$ cat config.mk
export PLATFORM = sky130hd
export DESIGN_NAME = mem_arbiter
export DESIGN_NICKNAME = d
export VERILOG_FILES = /design/src/rtl/mem_arbiter_pkg.sv /design/src/rtl/mem_arbiter_rr_arb2.sv /design/src/rtl/mem_arbiter.sv
export SDC_FILE = /design/constraint.sdc
export NUM_CORES = 1
export LEC_CHECK = 0
export BUFFER_PORTS_ARGS = -buffer_cell sky130_fd_sc_hd__buf_2
export CAP_MARGIN = 20
export CORE_ASPECT_RATIO = 1.2
export CORE_MARGIN = 5
export CORE_UTILIZATION = 30
export DETAILED_ROUTE_END_ITERATION = 6
export GPL_TIMING_DRIVEN = 0
export SYNTH_ARGS = -nofsm -noshare
export SYNTH_HDL_FRONTEND = slang
export SYNTH_HIERARCHICAL = 1
export SYNTH_SLANG_ARGS = --single-unit
$ cat constraint.sdc
create_clock -name clk -period 3.8 [get_ports clk]
set_input_delay 0.38 -clock clk [delete_from_list [all_inputs] [get_ports clk]]
set_output_delay 0.38 -clock clk [all_outputs]
set_load 0.05 [all_outputs]
$ cat src/rtl/mem_arbiter_pkg.sv
// Shared definitions for the two-port memory arbiter: FSM state encoding,
// requester indices and datapath widths.
package mem_arbiter_pkg;

    localparam int ADDR_W = 15;
    localparam int DATA_W = 32;
    localparam int CNT_W  = 8;

    localparam logic REQ_CPU = 1'b0;
    localparam logic REQ_DMA = 1'b1;

    typedef enum logic [1:0] {
        ST_IDLE  = 2'd0,
        ST_ISSUE = 2'd1,
        ST_WAIT  = 2'd2,
        ST_DONE  = 2'd3
    } state_e;

endpackage

$ cat src/rtl/mem_arbiter_rr_arb2.sv
// Two-way round-robin grant: on a tie the requester not granted last wins,
// otherwise the single active requester wins.
module rr_arb2
    import mem_arbiter_pkg::*;
(
    input  logic [1:0] req,
    input  logic       last,
    output logic       grant,
    output logic       valid
);

    always_comb begin
        valid = |req;
        if (req[REQ_CPU] && req[REQ_DMA]) begin
            grant = ~last;
        end else if (req[REQ_DMA]) begin
            grant = REQ_DMA;
        end else begin
            grant = REQ_CPU;
        end
    end

endmodule

$ cat src/rtl/mem_arbiter.sv
// Arbitrates the CPU memory controller and the DMA engine onto one
// single-access memory port, with round-robin ties and a WAIT timeout.
module mem_arbiter
    import mem_arbiter_pkg::*;
#(
    parameter int TIMEOUT = 255
) (
    input  logic              clk,
    input  logic              rst,
    input  logic              req_0,
    input  logic              we_0,
    input  logic [ADDR_W-1:0] addr_0,
    input  logic [DATA_W-1:0] wdata_0,
    input  logic              req_1,
    input  logic              we_1,
    input  logic [ADDR_W-1:0] addr_1,
    input  logic [DATA_W-1:0] wdata_1,
    output logic              ack_0,
    output logic              err_0,
    output logic              ack_1,
    output logic              err_1,
    output logic [DATA_W-1:0] rdata,
    output logic [ADDR_W-1:0] mem_addr,
    output logic [DATA_W-1:0] mem_wdata,
    output logic              mem_we,
    output logic              mem_readstart,
    input  logic [DATA_W-1:0] mem_rdata,
    input  logic              mem_readrdy,
    input  logic              mem_saverdy,
    output logic              busy,
    output state_e            dbg_state
);

    // Requester handshake: req_i with we/addr/wdata is held until ack_i, which
    // pulses for one cycle together with err_i; req_i still high the cycle
    // after ack_i is a fresh request. Request fields are latched at grant.

    localparam logic [CNT_W-1:0] TO_CNT = CNT_W'(TIMEOUT);

    state_e           state;
    logic             last;
    logic             sel_id;
    logic             sel_we;
    logic [CNT_W-1:0] cnt;

    logic              grant;
    logic              grant_valid;
    logic              g_we;
    logic [ADDR_W-1:0] g_addr;
    logic [DATA_W-1:0] g_wdata;
    logic              done_ok;
    logic              done_to;

    rr_arb2 u_rr (
        .req   ({req_1, req_0}),
        .last  (last),
        .grant (grant),
        .valid (grant_valid)
    );

    assign g_we    = (grant == REQ_DMA) ? we_1    : we_0;
    assign g_addr  = (grant == REQ_DMA) ? addr_1  : addr_0;
    assign g_wdata = (grant == REQ_DMA) ? wdata_1 : wdata_0;

    // Only the ready matching the latched access type can complete it.
    assign done_ok = sel_we ? mem_saverdy : mem_readrdy;
    assign done_to = ((cnt + 1'b1) == TO_CNT);

    assign dbg_state = state;

    always_ff @(posedge clk or posedge rst) begin
        if (rst) begin
            state         <= ST_IDLE;
            last          <= REQ_DMA;
            sel_id        <= REQ_CPU;
            sel_we        <= 1'b0;
            cnt           <= '0;
            ack_0         <= 1'b0;
            err_0         <= 1'b0;
            ack_1         <= 1'b0;
            err_1         <= 1'b0;
            rdata         <= '0;
            mem_addr      <= '0;
            mem_wdata     <= '0;
            mem_we        <= 1'b0;
            mem_readstart <= 1'b0;
            busy          <= 1'b0;
        end else begin
            ack_0         <= 1'b0;
            err_0         <= 1'b0;
            ack_1         <= 1'b0;
            err_1         <= 1'b0;
            mem_readstart <= 1'b0;
            case (state)
                ST_IDLE: begin
                    if (grant_valid) begin
                        state         <= ST_ISSUE;
                        busy          <= 1'b1;
                        last          <= grant;
                        sel_id        <= grant;
                        sel_we        <= g_we;
                        mem_addr      <= g_addr;
                        mem_wdata     <= g_wdata;
                        mem_we        <= g_we;
                        mem_readstart <= ~g_we;
                    end
                end
                ST_ISSUE: begin
                    cnt   <= '0;
                    state <= ST_WAIT;
                end
                ST_WAIT: begin
                    // A completion in the last allowed cycle beats the timeout.
                    if (done_ok || done_to) begin
                        state  <= ST_DONE;
                        mem_we <= 1'b0;
                        ack_0  <= (sel_id == REQ_CPU);
                        ack_1  <= (sel_id == REQ_DMA);
                        err_0  <= ~done_ok && (sel_id == REQ_CPU);
                        err_1  <= ~done_ok && (sel_id == REQ_DMA);
                        if (done_ok && !sel_we) begin
                            rdata <= mem_rdata;
                        end
                    end else begin
                        cnt <= cnt + 1'b1;
                    end
                end
                ST_DONE: begin
                    busy  <= 1'b0;
                    state <= ST_IDLE;
                end
                default: state <= ST_IDLE;
            endcase
        end
    end

endmodule

### Word level (Yosys, flattened, before mapping)

Cells that the tools add are included.

| storage, ports and cells | value |
|---|---|
| bits in registers | 99 |
| input bits | 134 |
| output and inout port bits | 88 |

| cells by class | value |
|---|---|
| add/subtract/negate cells | 1 |
| equality and inequality tests | 7 |
| mux-type cells | 26 |
| bitwise gates (word level) | 4 |
| reductions and logical operators | 17 |

Operator list:

| operator | number |
|---|---|
| 32-bit 2-to-1 mux | 1 |
| 1-bit 2-to-1 mux | 17 |
| 8-bit one-hot mux with 2 select lines | 1 |
| 15-bit 2-to-1 mux | 1 |
| 8-bit by 1-bit adder with 8-bit output, second input constant | 1 |
| 8-bit equality test, second input constant | 1 |
| 8-bit 2-to-1 mux | 1 |
| 2-bit one-hot mux with 4 select lines | 1 |
| 2-bit AND reduction | 4 |
| 2-bit != test, second input constant | 3 |
| 3-bit AND reduction | 2 |
| 2-bit nonzero test | 3 |
| 2-bit equality test, second input constant | 2 |
| 1-bit logical AND | 4 |
| 2-bit 2-to-1 mux | 2 |
| 1-bit NOT | 4 |
| 1-bit one-hot mux with 2 select lines | 2 |
| 2-bit by 1-bit equality test with 1-bit output, second input constant | 1 |
| 2-bit logical NOT | 1 |
| 2-bit OR reduction | 1 |
| 1-bit logical NOT | 1 |
| 1-bit logical OR | 1 |

### Logic depth before layout (Yosys ltp)

| logic depth | value |
|---|---|
| depth after elaboration | 6 |
| mapped depth | 7 |

### Modules after synthesis

The synthesis kept the hierarchy.

Modules (own cells, without submodules):

| module | instances | cells an instance | area an instance (um^2) | seq. area each (um^2) |
|---|---|---|---|---|
| mem_arbiter | 1 | 377 | 4356.7 | 2478.6 |
| rr_arb2 | 1 | 2 | 13.8 | 0.0 |

### Worst setup path after synthesis

Ideal clock, no wire load.

| timing path | value |
|---|---|
| kind | flip-flop to flip-flop |
| from | register state[0], in the netlist dbg_state[0] |
| to | register rdata[0] |
| arrival time | 1930 ps |
| required time | 3675 ps |
| path slack | 1745 ps |
| stages on the path, launching flop included | 6 |
| period minus slack after synthesis | 2055 ps |
| path through | dfrtp_1 > inv_1 > ha_1 > nand2_1 > buf_1 > mux2_2 |

| between the ends | value |
|---|---|
| cells in the longest elaborated chain, start to end | 2 |

Ends and longest elaborated chain:

| what | line | text |
|---|---|---|
| from (decl) | mem_arbiter.sv:40 | `state_e state;` |
| from (signal assigned) | mem_arbiter.sv:73 | `state <= ST_IDLE;` |
| from (signal assigned) | mem_arbiter.sv:97 | `state <= ST_ISSUE;` |
| from (signal assigned) | mem_arbiter.sv:110 | `state <= ST_WAIT;` |
| 2-bit equality test | mem_arbiter.sv:94 | `case (state)` |
| 3-bit AND reduction (no line) | n/a |  |
| to (signal assigned) | mem_arbiter.sv:122 | `rdata <= mem_rdata;` |
| to (decl) | mem_arbiter.sv:22 | `output logic [DATA_W-1:0] rdata,` |

Every way passes these cells.
A chain may end at the register's enable or synchronous reset.

### Final worst setup path

| timing path | value |
|---|---|
| from | register cnt[0] |
| to | register state[1], in the netlist dbg_state[1] |

| between the ends | value |
|---|---|
| cells in the longest elaborated chain, start to end | 5 |

Ends and longest elaborated chain:

| what | line | text |
|---|---|---|
| from (decl) | mem_arbiter.sv:44 | `logic [CNT_W-1:0] cnt;` |
| from (signal assigned) | mem_arbiter.sv:125 | `cnt <= cnt + 1'b1;` |
| 8-bit by 1-bit adder with 8-bit output | mem_arbiter.sv:67 | `assign done_to = ((cnt + 1'b1) == TO_CNT);` |
| 8-bit equality test | mem_arbiter.sv:67 |  |
| 1-bit logical OR | mem_arbiter.sv:114 | `if (done_ok \|\| done_to) begin` |
| 2-bit != test (no line) | n/a |  |
| 2-bit AND reduction (no line) | n/a |  |
| to (signal assigned) | mem_arbiter.sv:73 |  |
| to (signal assigned) | mem_arbiter.sv:110 |  |
| to (signal assigned) | mem_arbiter.sv:115 | `state <= ST_DONE;` |

Every way passes these cells.

==> out/results.txt <==
# H-tree levels - 3
Post-CTS Setup Inserts - 0
period utilization - 57.43%
Post-synth EDFFs - 0
n_diodes - 0
routability congestion estimate - 0.7823
core footprint - 14,350 um^2
RSZ-0062 raised after global routing - false
top-area cell type share of the netlist area - 56.11%
worst path arrival time - 2.40 ns
Required @ worst endpoint - 4.02 ns
GRT met3 Usage - 3.499%
Die Y - 142.2 um
initial antenna violation count - 0
root buffer cell - clkbuf_16
Crit Path Max Fanout - 7
IO Pins - 222
Via density - 4.582
ys async rst share - 100.0%
Peak VDD IR - 376.7 uV
Pwr per Cell Area - 966.1 nW/um^2
wire per inst - 15.55 um
Die Width - 120.2 um
vias in the first global route - 3,840
layout cells sized above 1 - 45.20%
Syn Std Cell Area - 4370 um^2
dpl hpwl - 9.829 mm
row count - 48
outcome - finished, final reports clean
via count - 3,620
Clock Latency Late Sink - 0.34 ns
flop and latch count out of synthesis - 99
starting density of the core - 30.45%
Top FF cell, synth - dfrtp_1
max cap viols - 0
# hold bufs at CTS - 0
Synthesized Nets - 519
Reg2Reg Setup Slack - 1.62 ns
met1 GRT Util - 16.62%
Final Slew Violations - 0
largest cells by area after synthesis - dfrtp_1 56%, mux2i_1 13%, mux2_2 8.8%, nand2_1 5.6%, o21ai_0 5.5%
Seq/Total Area, Yosys - 56.71%
DRC - 0
number of port buffers - 221
CP endpoint kind - flop
Design Power - 5.827 mW
list of most frequent post-synthesis cells - 98 x dfrtp_1, 65 x nand2_1, 55 x mux2i_1
Setup Skew - 0.006913 ns
worst rel slew slack - 48.95%
CP Class - reg2reg
Lkg Pwr - 3.130 nW
Fin. Hold Viols - 0
1st-iter DRT viols - 217
top-count cell post-synth - dfrtp_1
Setup crit start kind - flop
Synth Instances - 379
# resized after CTS - 0
syn avg cell area - 11.53 um^2
leading area contributor after synthesis - dfrtp_1
# nets final - 752
Total Wirelength - 12.29 mm
final hold slack - 0.07717 ns
CTS Buffer Depth - 2
worst hold path type - in2async
CTS Buf Count - 9
Worst-path clk slew - 0.07 ns
total track usage - 14.23%
Unique masters post-synth - 36
grt total ovfl - 0
final worst path period need - 2.182 ns
Setup-failing EPs final - 0
most used routing layer - met2
Die ar. - 17,090 um^2
maximum clock rate - 458.2 MHz
clk sink count - 99
pin count of the biggest net entering global routing - 62
CTS tree - built
Routed Antenna Nets - 0
1st-pass router iterations - 4
first-pass GRT wire length - 19.29 mm
M2 GR Usage - 24.93%
Worst-Margin Slew - 0.7657 ns
area grow syn2layout - 37.99%
yosys warns - 6
## path summary, 6_finish.rpt
kind / from / endpoint / cells past startpoint
worst max-delay path: cnt[0] / dbg_state[1] / 6
worst min-delay path: rst / rdata[0] / 2
worst max register to register: cnt[0] / dbg_state[1] / 6
worst min register to register: mem_wdata[20] / mem_wdata[20] / 2
max in group asynchronous: rst / last / 3
min in group clk: mem_rdata[11] / rdata[11] / 2
## state kept, by name (all words and copies together), names as in the netlist, 2 cells and up
register / flops
mem_wdata: 32
rdata: 32
mem_addr: 15
cnt: 8
dbg_state: 2
## final cells by class
class	instances	area (um^2)
plain buffers	20	78.83
clock buffers	9	225.2
clock inverters	5	80.08
fillers	1422	8323
inverters	6	25.02
multi-input cells	254	1790
flip-flops and latches	99	2479
well taps	175	219.0
repair buffers	222	1134
## routing by layer
layer | share of wire (%) | vias to the layer above | wire, um
met2 | 52 | 110 | 6373
li1 | - | 1764 | -
met5 | 0 | - | 0
met1 | 40 | 1722 | 4853
met4 | 2.8 | 0 | 350
met3 | 5.8 | 24 | 708
## worst max-delay path: stages (launching register included)
cell	delay [ns]
dfrtp_1	0.45
ha_1	0.24
and3_1	0.23
mux2_2	0.37
a221oi_2	0.27
o21ai_1	0.17
mux2_1	0.34
## power breakdown
part | switching [mW] | internal, mW
combinational | 2.34 | 0.773
clock | 0.379 | 0.568
sequential | 0.243 | 1.53
## kinds of logic (layout without fill, tap and decap cells)
| group | count (synthesis) | count (layout) | synth area share [%] |
|---|---|---|---|
| buf+inv | 26 | 262 | 2.319 |
| xor+xnor | 2 | 2 | 0.4009 |
| fa+ha+maj | 6 | 6 | 1.718 |
| simple gates | 96 | 96 | 9.791 |
| flops | 99 | 99 | 56.71 |
| compound gates | 60 | 60 | 7.443 |
| mux | 90 | 90 | 21.61 |
## cells in the final DEF (no fill, tap or decap), types with 2 or more instances in the layout
cell type,netlist,routed
nand3_1,2,2
buf_2,3,224
o21ai_1,3,3
inv_1,6,5
dfrtp_1,98,98
and3_1,2,2
mux2_2,34,34
o21ai_0,48,48
a21oi_1,3,3
bufinv_16,0,2
mux2i_1,55,55
clkinvlp_4,0,2
nand2b_1,2,2
clkbuf_1,12,12
nor3_1,3,3
and2_1,3,3
xor2_1,2,2
nand2_1,65,65
nor2b_1,3,3
buf_1,5,5
clkbuf_16,0,9
ha_1,6,6
nor2_1,8,8
## through the flow
stage          setup WS (ns)  instances  TNS [ns]  util (%)  area (um^2)
3_5_place_dp           1.626        776         0     39.89         5725
5_1_grt                1.372        790         0     42.02         6031
6_report               1.618        790         0     42.02         6031
4_1_cts                1.607        790         0     42.02         6031
2_1_floorplan         0.8312        379         0         -         4370
3_3_place_gp         -0.3023        775    -28.93     39.68         5695
(Power assumes the default switching activity.)
